## src/rtl/boxhead_pkg.sv

```systemverilog
// boxhead_pkg: shared definitions for the boxhead game objects.
//   - Sprite direction encoding (DIR_DOWN/LEFT/UP/RIGHT), matching the
//     player object so the sprite ROM layout is common.
//   - Playfield bounds: X 1..319, Y 52..205 (upper-left coordinates
//     before subtracting the sprite size).
//   - zombie_state_t life-cycle states.
//   - Small helpers for clamping and signed magnitude.
package boxhead_pkg;

    localparam logic [1:0] DIR_DOWN  = 2'd0;
    localparam logic [1:0] DIR_LEFT  = 2'd1;
    localparam logic [1:0] DIR_UP    = 2'd2;
    localparam logic [1:0] DIR_RIGHT = 2'd3;

    localparam logic [8:0] FIELD_X_MIN = 9'd1;
    localparam logic [8:0] FIELD_X_MAX = 9'd319;
    localparam logic [8:0] FIELD_Y_MIN = 9'd52;
    localparam logic [8:0] FIELD_Y_MAX = 9'd205;

    // Frame ticks a dead zombie stays visible before disappearing.
    localparam logic [7:0] DYING_FRAMES = 8'd4;

    typedef enum logic [1:0] {
        SPAWN = 2'd0,
        CHASE = 2'd1,
        HURT  = 2'd2,
        DYING = 2'd3
    } zombie_state_t;

    function automatic logic [8:0] clamp9(input logic [8:0] v,
                                          input logic [8:0] lo,
                                          input logic [8:0] hi);
        if (v < lo) return lo;
        if (v > hi) return hi;
        return v;
    endfunction

    function automatic logic [9:0] abs10(input logic signed [9:0] v);
        return v[9] ? 10'(-v) : 10'(v);
    endfunction

endpackage

```

## src/rtl/chase_step.sv

```systemverilog
// chase_step: combinational one-frame pursuit step toward a target.
// Build option: ZOMBIE_DIAGONAL_EN -- when defined both axes move in the
// same frame; otherwise only the axis with the larger distance moves.
// Ports:
//   cur_x/cur_y   current upper-left position
//   tgt_x/tgt_y   target upper-left position
//   step          maximum pixels moved per axis per frame
//   x_min..y_max  inclusive clamp bounds for the result
//   cur_dir       direction held when already on target
//   nxt_x/nxt_y   next position (never overshoots the target)
//   nxt_dir       direction of the dominant axis of motion
//   moved         next position differs from the current one
module chase_step
    import boxhead_pkg::*;
(
    input  logic [8:0] cur_x,
    input  logic [8:0] cur_y,
    input  logic [8:0] tgt_x,
    input  logic [8:0] tgt_y,
    input  logic [8:0] step,
    input  logic [8:0] x_min,
    input  logic [8:0] x_max,
    input  logic [8:0] y_min,
    input  logic [8:0] y_max,
    input  logic [1:0] cur_dir,
    output logic [8:0] nxt_x,
    output logic [8:0] nxt_y,
    output logic [1:0] nxt_dir,
    output logic       moved
);

    logic signed [9:0] dx;
    logic signed [9:0] dy;
    logic [9:0] ax;
    logic [9:0] ay;
    logic [8:0] mag_x;
    logic [8:0] mag_y;
    logic [8:0] step_x;
    logic [8:0] step_y;
    logic       use_x;
    logic       at_target;

    always_comb begin
        dx = signed'({1'b0, tgt_x}) - signed'({1'b0, cur_x});
        dy = signed'({1'b0, tgt_y}) - signed'({1'b0, cur_y});
        ax = abs10(dx);
        ay = abs10(dy);

        // Capping the step at the remaining distance prevents overshoot;
        // it also keeps cur +/- mag inside 0..511, so 9 bits cannot wrap.
        mag_x = (ax < {1'b0, step}) ? ax[8:0] : step;
        mag_y = (ay < {1'b0, step}) ? ay[8:0] : step;
        step_x = dx[9] ? (cur_x - mag_x) : (cur_x + mag_x);
        step_y = dy[9] ? (cur_y - mag_y) : (cur_y + mag_y);

        use_x     = (ax >= ay);  // ties favour X
        at_target = (ax == 10'd0) && (ay == 10'd0);

        nxt_x   = cur_x;
        nxt_y   = cur_y;
        nxt_dir = cur_dir;
        if (!at_target) begin
`ifdef ZOMBIE_DIAGONAL_EN
            nxt_x = step_x;
            nxt_y = step_y;
`else
            if (use_x) begin
                nxt_x = step_x;
            end else begin
                nxt_y = step_y;
            end
`endif
            if (use_x) begin
                nxt_dir = dx[9] ? DIR_LEFT : DIR_RIGHT;
            end else begin
                nxt_dir = dy[9] ? DIR_UP : DIR_DOWN;
            end
        end

        nxt_x = clamp9(nxt_x, x_min, x_max);
        nxt_y = clamp9(nxt_y, y_min, y_max);
        moved = (nxt_x != cur_x) || (nxt_y != cur_y);
    end

endmodule

```

## src/rtl/zombie.sv

```systemverilog
// zombie: enemy object that walks toward the player once per game frame.
// Owns position, hit points and the SPAWN/CHASE/HURT/DYING life cycle, and
// drives the same pixel-hit / sprite-address interface as the player.
// Build option: ZOMBIE_DIAGONAL_EN (see chase_step) enables diagonal moves.
// Ports:
//   Clk, Reset_n                 clock, asynchronous active-low reset
//   game_frame_clk_rising_edge   one-Clk pulse per game frame
//   Player_X_Pos/Player_Y_Pos    player upper-left position
//   Hit                          one-Clk pulse from bullet collision logic
//   PixelX/PixelY                pixel currently being drawn
//   is_obj                       pixel lies inside the visible zombie
//   Obj_address                  sprite ROM address for that pixel
//   Obj_X_Pos/Obj_Y_Pos          zombie upper-left position
//   Obj_Direction                0 down, 1 left, 2 up, 3 right
//   Contact                      zombie box overlaps the player box
//   Killed                       one-Clk pulse when HP reaches zero
module zombie
    import boxhead_pkg::*;
#(
    parameter logic [8:0] SPAWN_X        = 9'd10,
    parameter logic [8:0] SPAWN_Y        = 9'd60,
    parameter logic [8:0] WIDTH          = 9'd18,
    parameter logic [8:0] HEIGHT         = 9'd20,
    parameter logic [8:0] STEP           = 9'd1,
    parameter logic [1:0] MAX_HP         = 2'd3,
    parameter logic [7:0] RESPAWN_FRAMES = 8'd120,
    parameter logic [3:0] HURT_FRAMES    = 4'd8
) (
    input  logic        Clk,
    input  logic        Reset_n,
    input  logic        game_frame_clk_rising_edge,
    input  logic [8:0]  Player_X_Pos,
    input  logic [8:0]  Player_Y_Pos,
    input  logic        Hit,
    input  logic [8:0]  PixelX,
    input  logic [8:0]  PixelY,
    output logic        is_obj,
    output logic [12:0] Obj_address,
    output logic [8:0]  Obj_X_Pos,
    output logic [8:0]  Obj_Y_Pos,
    output logic [1:0]  Obj_Direction,
    output logic        Contact,
    output logic        Killed
);

    localparam logic [8:0]  X_MAX       = FIELD_X_MAX - WIDTH;
    localparam logic [8:0]  Y_MAX       = FIELD_Y_MAX - HEIGHT;
    localparam logic [12:0] SPRITE_SIZE = 13'(WIDTH) * 13'(HEIGHT);

    zombie_state_t state_q, state_d;
    logic [7:0]    cnt_q, cnt_d;      // shared spawn / hurt / dying frame counter
    logic [8:0]    x_q, x_d;
    logic [8:0]    y_q, y_d;
    logic [1:0]    dir_q, dir_d;
    logic [1:0]    hp_q, hp_d;
    logic [1:0]    step_q, step_d;    // walk-animation step count
    logic          killed_q, killed_d;

    logic [8:0]    chase_x;
    logic [8:0]    chase_y;
    logic [1:0]    chase_dir;
    logic          chase_moved;

    chase_step u_chase_step (
        .cur_x   (x_q),
        .cur_y   (y_q),
        .tgt_x   (Player_X_Pos),
        .tgt_y   (Player_Y_Pos),
        .step    (STEP),
        .x_min   (FIELD_X_MIN),
        .x_max   (X_MAX),
        .y_min   (FIELD_Y_MIN),
        .y_max   (Y_MAX),
        .cur_dir (dir_q),
        .nxt_x   (chase_x),
        .nxt_y   (chase_y),
        .nxt_dir (chase_dir),
        .moved   (chase_moved)
    );

    always_comb begin
        // NOTE: every *_d starts from its *_q so no path through the case
        // leaves a signal unassigned and infers a latch.
        state_d  = state_q;
        cnt_d    = cnt_q;
        x_d      = x_q;
        y_d      = y_q;
        dir_d    = dir_q;
        hp_d     = hp_q;
        step_d   = step_q;
        killed_d = 1'b0;

        case (state_q)
            SPAWN: begin
                if (game_frame_clk_rising_edge) begin
                    // Counter stops at the limit; the next tick starts the chase.
                    if (cnt_q >= RESPAWN_FRAMES) begin
                        state_d = CHASE;
                        cnt_d   = '0;
                        x_d     = SPAWN_X;
                        y_d     = SPAWN_Y;
                        dir_d   = DIR_DOWN;
                        hp_d    = MAX_HP;
                        step_d  = '0;
                    end else begin
                        cnt_d = cnt_q + 8'd1;
                    end
                end
            end
            CHASE: begin
                // A hit in the same cycle as a frame tick suppresses the move.
                if (Hit) begin
                    cnt_d = '0;
                    if (hp_q <= 2'd1) begin
                        hp_d     = '0;
                        state_d  = DYING;
                        killed_d = 1'b1;
                    end else begin
                        hp_d    = hp_q - 2'd1;
                        state_d = HURT;
                    end
                end else if (game_frame_clk_rising_edge) begin
                    x_d   = chase_x;
                    y_d   = chase_y;
                    dir_d = chase_dir;
                    if (chase_moved) begin
                        step_d = step_q + 2'd1;
                    end
                end
            end
            HURT: begin
                if (game_frame_clk_rising_edge) begin
                    if (cnt_q + 8'd1 >= {4'd0, HURT_FRAMES}) begin
                        state_d = CHASE;
                        cnt_d   = '0;
                    end else begin
                        cnt_d = cnt_q + 8'd1;
                    end
                end
            end
            DYING: begin
                if (game_frame_clk_rising_edge) begin
                    if (cnt_q + 8'd1 >= DYING_FRAMES) begin
                        state_d = SPAWN;
                        cnt_d   = '0;
                    end else begin
                        cnt_d = cnt_q + 8'd1;
                    end
                end
            end
            default: state_d = SPAWN;
        endcase
    end

    always_ff @(posedge Clk or negedge Reset_n) begin
        if (!Reset_n) begin
            state_q  <= SPAWN;
            cnt_q    <= '0;
            x_q      <= SPAWN_X;
            y_q      <= SPAWN_Y;
            dir_q    <= DIR_DOWN;
            hp_q     <= MAX_HP;
            step_q   <= '0;
            killed_q <= 1'b0;
        end else begin
            // NOTE: non-blocking updates so every flop samples the values
            // from before this edge regardless of statement order.
            state_q  <= state_d;
            cnt_q    <= cnt_d;
            x_q      <= x_d;
            y_q      <= y_d;
            dir_q    <= dir_d;
            hp_q     <= hp_d;
            step_q   <= step_d;
            killed_q <= killed_d;
        end
    end

    assign Obj_X_Pos     = x_q;
    assign Obj_Y_Pos     = y_q;
    assign Obj_Direction = dir_q;
    assign Killed        = killed_q;

    // Pixel hit, sprite address and player overlap, all from registered state.
    logic [9:0] x_end;
    logic [9:0] y_end;
    logic [9:0] px_end;
    logic [9:0] py_end;
    logic [8:0] dist_x;
    logic [8:0] dist_y;
    logic [1:0] frame_sel;
    logic       in_box;

    always_comb begin
        x_end  = {1'b0, x_q} + {1'b0, WIDTH};
        y_end  = {1'b0, y_q} + {1'b0, HEIGHT};
        px_end = {1'b0, Player_X_Pos} + {1'b0, WIDTH};
        py_end = {1'b0, Player_Y_Pos} + {1'b0, HEIGHT};
        dist_x = PixelX - x_q;
        dist_y = PixelY - y_q;

        in_box = (PixelX >= x_q) && ({1'b0, PixelX} < x_end) &&
                 (PixelY >= y_q) && ({1'b0, PixelY} < y_end);

        // Frame 3 is the hurt pose; walking alternates 0,1,0,2 over the step count.
        if (state_q == HURT || state_q == DYING) begin
            frame_sel = 2'd3;
        end else if (!step_q[0]) begin
            frame_sel = 2'd0;
        end else begin
            frame_sel = 2'd1 + {1'b0, step_q[1]};
        end

        is_obj = in_box && (state_q != SPAWN);
        if (is_obj) begin
            Obj_address = 13'(dist_x) + 13'(dist_y) * 13'(WIDTH)
                        + SPRITE_SIZE * 13'({dir_q, frame_sel});
        end else begin
            Obj_address = '0;
        end

        Contact = ((state_q == CHASE) || (state_q == HURT)) &&
                  ({1'b0, x_q} < px_end) && ({1'b0, Player_X_Pos} < x_end) &&
                  ({1'b0, y_q} < py_end) && ({1'b0, Player_Y_Pos} < y_end);
    end

endmodule

```

## config.mk

```make
export PLATFORM = sky130hd
export DESIGN_NAME = zombie
export DESIGN_NICKNAME = d
export VERILOG_FILES = /design/src/rtl/boxhead_pkg.sv /design/src/rtl/chase_step.sv /design/src/rtl/zombie.sv
export SDC_FILE = /design/constraint.sdc
export NUM_CORES = 1
export LEC_CHECK = 0
export CELL_PAD_IN_SITES_DETAIL_PLACEMENT = 1
export CELL_PAD_IN_SITES_GLOBAL_PLACEMENT = 2
export CORE_UTILIZATION = 37
export CTS_CLUSTER_DIAMETER = 150
export DETAILED_ROUTE_END_ITERATION = 7
export PLACE_DENSITY = 0.95
export SYNTH_ARGS = -nofsm -noshare
export SYNTH_HDL_FRONTEND = slang
export SYNTH_HIERARCHICAL = 1
export SYNTH_SLANG_ARGS = --single-unit
export TNS_END_PERCENT = 5
```

## constraint.sdc

```tcl
create_clock -name Clk -period 10.3 [get_ports Clk]
set_input_delay 1.545 -clock Clk [delete_from_list [all_inputs] [get_ports Clk]]
set_output_delay 1.545 -clock Clk [all_outputs]
set_load 0.01 [all_outputs]
```

# --- Word-level counts from Yosys, hierarchy flattened ---
# Index checks and enable logic that the tools add are counted.
op_classes:
  mux: 75
  add_sub_neg: 20
  mul: 2
  eq_ne: 16
  order_cmp: 19
  n_reduce_logical: 23
op_table:
  columns: ["cell", "count"]
  rows:
  - ["2-to-1 mux 9 bit", 24]
  - ["< comparator 9 x 10 -> 1 bit", 6]
  - ["2-to-1 mux 8 bit", 7]
  - ["2-to-1 mux 2 bit", 24]
  - ["adder 9 x 5 -> 10 bit (second input constant)", 4]
  - ["one-hot mux 9 bit (2 select lines)", 2]
  - ["subtractor 9 bit", 4]
  - ["one-hot mux 8 bit (4 select lines)", 1]
  - ["!= test 2 bit (second input constant)", 11]
  - ["zero test 10 bit", 2]
  - ["< comparator 10 x 1 -> 1 bit (second input constant)", 2]
  - ["2-to-1 mux 10 bit", 2]
  - ["negator 10 bit", 2]
  - ["subtractor 9 x 9 -> 10 bit", 2]
  - ["adder 9 bit", 2]
  - ["greater-or-equal comparator 9 bit", 2]
  - ["!= test 9 bit", 2]
  - ["adder 13 bit", 1]
  - ["adder 9 x 13 -> 13 bit", 1]
  - ["2-to-1 mux 13 bit", 1]
  - ["multiplier 9 x 4 -> 12 bit (second input constant)", 1]
  - ["one-hot mux 2 bit (2 select lines)", 3]
  - ["AND reduction 6 bit", 2]
  - ["greater-or-equal comparator 10 bit", 1]
  - ["24 further kinds", 46]
word_totals:
  elab_cells: 163
  input_bits: 40
  regBits: 35

# --- Logic depth before layout (Yosys ltp) ---
logic_depth:
  word_depth: 20
  depth_mapped: 51
  depth_no_buf: 47

# --- Hierarchy ---
# Netlist, hierarchy kept.
by_module_without_submodules:
  columns: ["mod", "area_per_inst_um2", "cells_each", "n_inst"]
  rows:
  - ["chase_step", 5893.2, 865, 1]
  - ["zombie", 5320.1, 622, 1]

# --- Least setup slack after synthesis ---
# Ideal clock, no wire load.
synth_path:
  path_kind: "input to register"
  from: "in Player_Y_Pos[2]"
  to: "reg step_q[0]"
  t_arrival_ps: 10001
  stages: 43
  path_buffers: 3
  setup_slack_ps: 176
  cell_sequence: "ha_1 o211a_1 o21a_1 o21ai_0 and2_1 clkbuf_1 clkbuf_1 a21oi_1 inv_1 ha_1 a21boi_0 o21ai_0 nand2b_1 a2111oi_0 nor3_1 a2111oi_2 mux2_2 ha_1 [7 not listed] xnor2_1 xnor2_1 nand2_1 xnor2_1 ha_1 nand2_1 o21ai_0 and2_1 clkbuf_1 nor3_1 a211o_1 mux2_2 a211oi_1 nand4_1 or4_1 nor3b_1 o21ai_0 nand2_1"
synth_between:
  elab_chain_cells: 18
  word_cells_on_any_way: 36
  classes_between: "add/sub (4); order compare (6); eq/ne (3); mux (19); reduce/logical (4)"
synth_rtl:
  columns: ["item", "line_no", "rtl"]
  rows:
  - ["start: declaration", "zombie.sv:33", "input logic [8:0] Player_Y_Pos,"]
  - ["subtractor 9 x 9 -> 10 bit *", "chase_step.sv:45", "dy = signed'({1'b0, tgt_y}) - signed'({1'b0, cur_y});"]
  - ["negator 10 bit", "boxhead_pkg.sv:39", "return v[9] ? 10'(-v) : 10'(v);"]
  - ["2-to-1 mux 10 bit", "boxhead_pkg.sv:39", null]
  - ["< comparator 10 x 1 -> 1 bit", "chase_step.sv:52", "mag_y = (ay < {1'b0, step}) ? ay[8:0] : step;"]
  - ["2-to-1 mux 9 bit", "chase_step.sv:52", null]
  - ["adder 9 bit / subtractor 9 bit (equally long branches)", "chase_step.sv:54", "step_y = dy[9] ? (cur_y - mag_y) : (cur_y + mag_y);"]
  - ["2-to-1 mux 9 bit", "chase_step.sv:54", null]
  - ["2-to-1 mux 9 bit", "chase_step.sv:67", "if (use_x) begin"]
  - ["[2 not listed]", null, null]
  - ["2-to-1 mux 1 bit (2 in series)", "boxhead_pkg.sv:34", "if (v > hi) return hi;"]
  - ["2-to-1 mux 9 bit", "boxhead_pkg.sv:35", "return v;"]
  - ["2-to-1 mux 9 bit", "boxhead_pkg.sv:34", null]
  - ["!= test 9 bit", "chase_step.sv:82", "moved = (nxt_x != cur_x) || (nxt_y != cur_y);"]
  - ["logical OR 1 bit *", "chase_step.sv:82", null]
  - ["via chase_moved", "zombie.sv:62", "logic chase_moved;"]
  - ["!= test 2 bit (no line) *", null, null]
  - ["AND reduction 6 bit (no line) *", null, null]
  - ["end signal: assignment", "zombie.sv:174", "step_q <= step_d;"]
  - ["end: declaration", "zombie.sv:56", "logic [1:0] step_q, step_d;"]
# The timed path passes the listed nets; every way through them passes the cells marked *. The select of a mux whose other input is x is not followed.
# A chain may end at the register's enable or synchronous reset.

# --- Final worst setup path ---
layout_path:
  from: "in Player_X_Pos[0]"
  to: "reg step_q[1]"
layout_between:
  elab_chain_cells: 18
  word_cells_on_any_way: 36
  classes_between: "add/sub (4); order compare (6); eq/ne (3); mux (19); reduce/logical (4)"
layout_rtl:
  columns: ["item", "line_no", "rtl"]
  rows:
  - ["start: declaration", "zombie.sv:32", "input logic [8:0] Player_X_Pos,"]
  - ["subtractor 9 x 9 -> 10 bit *", "chase_step.sv:44", "dx = signed'({1'b0, tgt_x}) - signed'({1'b0, cur_x});"]
  - ["negator 10 bit", "boxhead_pkg.sv:39", null]
  - ["2-to-1 mux 10 bit", "boxhead_pkg.sv:39", null]
  - ["< comparator 10 x 1 -> 1 bit", "chase_step.sv:51", "mag_x = (ax < {1'b0, step}) ? ax[8:0] : step;"]
  - ["2-to-1 mux 9 bit", "chase_step.sv:51", null]
  - ["adder 9 bit / subtractor 9 bit (equally long branches)", "chase_step.sv:53", "step_x = dx[9] ? (cur_x - mag_x) : (cur_x + mag_x);"]
  - ["2-to-1 mux 9 bit", "chase_step.sv:53", null]
  - ["2-to-1 mux 9 bit", "chase_step.sv:67", null]
  - ["[2 not listed]", null, null]
  - ["2-to-1 mux 1 bit (2 in series)", "boxhead_pkg.sv:34", null]
  - ["2-to-1 mux 9 bit", "boxhead_pkg.sv:35", null]
  - ["2-to-1 mux 9 bit", "boxhead_pkg.sv:34", null]
  - ["!= test 9 bit", "chase_step.sv:82", null]
  - ["logical OR 1 bit *", "chase_step.sv:82", null]
  - ["via chase_moved", "zombie.sv:62", null]
  - ["!= test 2 bit (no line) *", null, null]
  - ["AND reduction 6 bit (no line) *", null, null]
# Marks and branches as above.

==> reports/metrics.cfg <==
[routing]
drtPass1Iterations = 5
ant_nets = 0
drcViolationCount = 0
drt-total-wl_um = 43100
route.detailed.wl_per_inst_um = 19.3
drt_iter0_markers = 537
via_per_inst = 5.58
vias = 12476

[clock_network]
cts-root-buf = clkbuf_16
clk_latency_ns = 0.29
cts_tree = done
cts_made_buffers = 5
h-tree-depth = 2
hold_buffers = 0
clock_sinks = 35
clk_pin_slew_ns = 0.06
cts_max_path_buffers = 2

[die]
die_width_um = 176
die_h_um = 176
rows = 63
die_area_um2 = 31000
num_io_pins = 76
start_util_pct = 37.7
core-area_um2 = 29700

[setup_path]
critical_path.max_stage_delay_ns = 0.59
worst_setup_path_end_kind = flop
crit_path_max_fanout = 12
crit_family = compound AO/OA/AOI/OAI gates
cp-startpoint = Player_X_Pos[0]
rr_startpoint = Obj_X_Pos[3]$_DFFE_PN1P_
path_common_cell = buf_4
crit_end = step_q[1]$_DFFE_PN0P_
critPathRequiredTime_ns = 10.47
cp.depth = 47
crit_arrival_ns = 10.42
cp-start-kind = input pin
path_class = input pin to flop
path_buf_inv = 7
r2r_cells = 44
r2r_slack_ns = 1.04
timing.rr.end = step_q[1]$_DFFE_PN0P_
worst_path_max_delay_cell = or4_4

[global_route]
overflow = 0
grt_pass1_wl_um = 67200
antenna_found_initial = 0
grt_pass1_vias = 13104
grt_max_degree = 45
grt_use_total_pct = 27.0

[timing]
tightest_slew_ns = 1.11
max_freq_mhz = 97.6
fin_crit_ns = 10.25
hold_viol_final = 0
clock_skew_ns = 0.0122
min_period_over_period_pct = 99.5
setup_violations = 0
slew_headroom_pct = 26.1
slew_violations = 0

[logic_synthesis]
synth_area_per_cell_um2 = 7.54
ys_ff_latch = 35
syn_area_um2 = 11200
synth_warnings = 6
synth_cells = 1487
async_flop_share_pct = 100
ys.flop_type = dfrtp_1
ys_seq_area_share_pct = 7.90
synth_edf_count = 0
synthDistinctLibCells = 93

[status]
status = finished clean

[cells_and_area]
antenna_cells = 0
fill_cells = 3813
final_nets = 2112
mostFrequentLayoutCell = buf_4
drive_gt1_share_pct = 18.3
layoutNonFillerInstCount = 2237
area_growth_pct = 31.9
final_cell_mix = 213 x buf_4, 206 x ha_1, 132 x inv_1, 124 x nand2_1, 109 x nor2_1

[place]
place_congestion = 0.960
dp.cells = 2203
numPortBuffers = 75
dp_hpwl_um = 35300

[hold_path]
hold_path.class = flop to flop

[flow_run]
cap_violations = 0

## flip-flops by register name, summed over array words and instances, names as in the netlist
signal / flops
hp_q: 2
step_q: 2
cnt_q: 8
Obj_X_Pos: 9
state_q: 2
Obj_Y_Pos: 9
Obj_Direction: 2
Killed: 1
## worst register-to-register path: cells and delay by family, from the launching register on
family,cells,cell delay (ns)
AO/OA/AOI/OAI,18,3.47
XOR/XNOR,4,0.67
adder cells (fa/ha/maj),4,1.14
buffers and inverters,5,0.92
flip-flops,1,0.71
AND/OR/NAND/NOR,13,2.19
## layer usage
| metal | GRT usage [%] | wire length, um | share of wire, % | up-vias |
|---|---|---|---|---|
| li1 | - | - | - | 6000 |
| met1 | 32.6 | 18500 | 43 | 6112 |
| met2 | 50.8 | 22200 | 52 | 271 |
| met3 | 1.25 | 1080 | 2.5 | 93 |
| met4 | 8.08 | 1280 | 3.0 | 0 |
| met5 | 0 | 0 | 0 | - |
## stage by stage
step | instance area [um2] | hold slack (ns) | TNS [ns] | setup WS (ns) | util (%)
floorplan | 11600 | 0.471 | 0 | 0.176 | -
global placement | 14100 | 0.481 | -0.485 | -0.280 | 47.4
detailed placement | 14100 | 0.486 | -1.24 | -0.636 | 47.4
CTS | 14300 | 0.502 | 0 | 0.00351 | 48.1
global route | 14800 | 0.514 | -0.736 | -0.376 | 49.8
finish | 14800 | 0.502 | 0 | 0.0523 | 49.8
## final cells by class
| type | instances | area [um2] | share of cell area [%] |
|---|---|---|---|
| multi-input cells | 1382 | 10400 | 70.4 |
| well taps | 390 | 488 | 3.30 |
| clock buffers | 7 | 133 | 0.897 |
| inverters | 134 | 503 | 3.40 |
| clock inverters | 1 | 30.0 | 0.203 |
| repair buffers | 288 | 2340 | 15.9 |
| flip-flops and latches | 35 | 886 | 5.99 |
## cells by family after synthesis
family          after synthesis  synth area share [%]
compound gates              460                  27.6
simple gates                435                  19.4
fa+ha+maj                   226                  26.4
buf+inv                     175                  6.09
xor+xnor                    130                  10.3
flops                        35                  7.90
mux                          24                  2.30
other cells                   2                0.0670
## Yosys cell counts, drive strengths merged (9+ instances only)
cell | count | share of area (%)
ha | 209 | 23
inv | 134 | 4.5
nand2 | 125 | 4.2
o21ai | 123 | 5.5
nor2 | 113 | 3.8
a21oi | 102 | 4.6
xnor2 | 89 | 7.0
a21o | 47 | 3.1
xor2 | 40 | 3.1
clkbuf | 35 | 1.2
nor3 | 31 | 1.5
dfrtp | 27 | 6.0
nand2b | 27 | 1.5
nor2b | 25 | 1.4
nand4 | 22 | 1.2
o21a | 20 | 1.3
a31oi | 18 | 1.0
nand3 | 18 | 0.80
o31ai | 18 | 1.5
fa | 17 | 3.0
mux2 | 14 | 1.4
o211ai | 13 | 0.96
o22ai | 13 | 0.84
or3 | 13 | 0.74
a211oi | 12 | 0.89
and3 | 11 | 0.61
mux2i | 10 | 0.89
nor4 | 10 | 0.86
o2111ai | 10 | 0.78
or4 | 10 | 0.74
a211o | 9 | 0.70
## timing repair
item	4_1_cts	5_1_grt
setup buffers	1	24
gates resized for setup	12	82
setup endpoints to repair	2	2
pin swaps	5	38
gates cloned	0	1
## worst min-delay path by stage
stage | slack [ns] | end | cells after the start | startpoint
6_report | 0.50 | Killed$_DFF_PN0_ | 1 | hp_q[1]$_DFFE_PN1P_
5_1_grt | 0.51 | Killed$_DFF_PN0_ | 1 | hp_q[1]$_DFFE_PN1P_
4_1_cts | 0.50 | Killed$_DFF_PN0_ | 1 | hp_q[1]$_DFFE_PN1P_
3_5_place_dp | 0.49 | Killed$_DFF_PN0_ | 1 | hp_q[1]$_DFFE_PN1P_
3_3_place_gp | 0.48 | Killed$_DFF_PN0_ | 1 | hp_q[1]$_DFFE_PN1P_
2_1_floorplan | 0.47 | Killed$_DFF_PN0_ | 1 | hp_q[1]$_DFFE_PN1P_
Power is not shown: default switching activity piles up to over one toggle a cycle in this logic, so the estimate is an artifact.
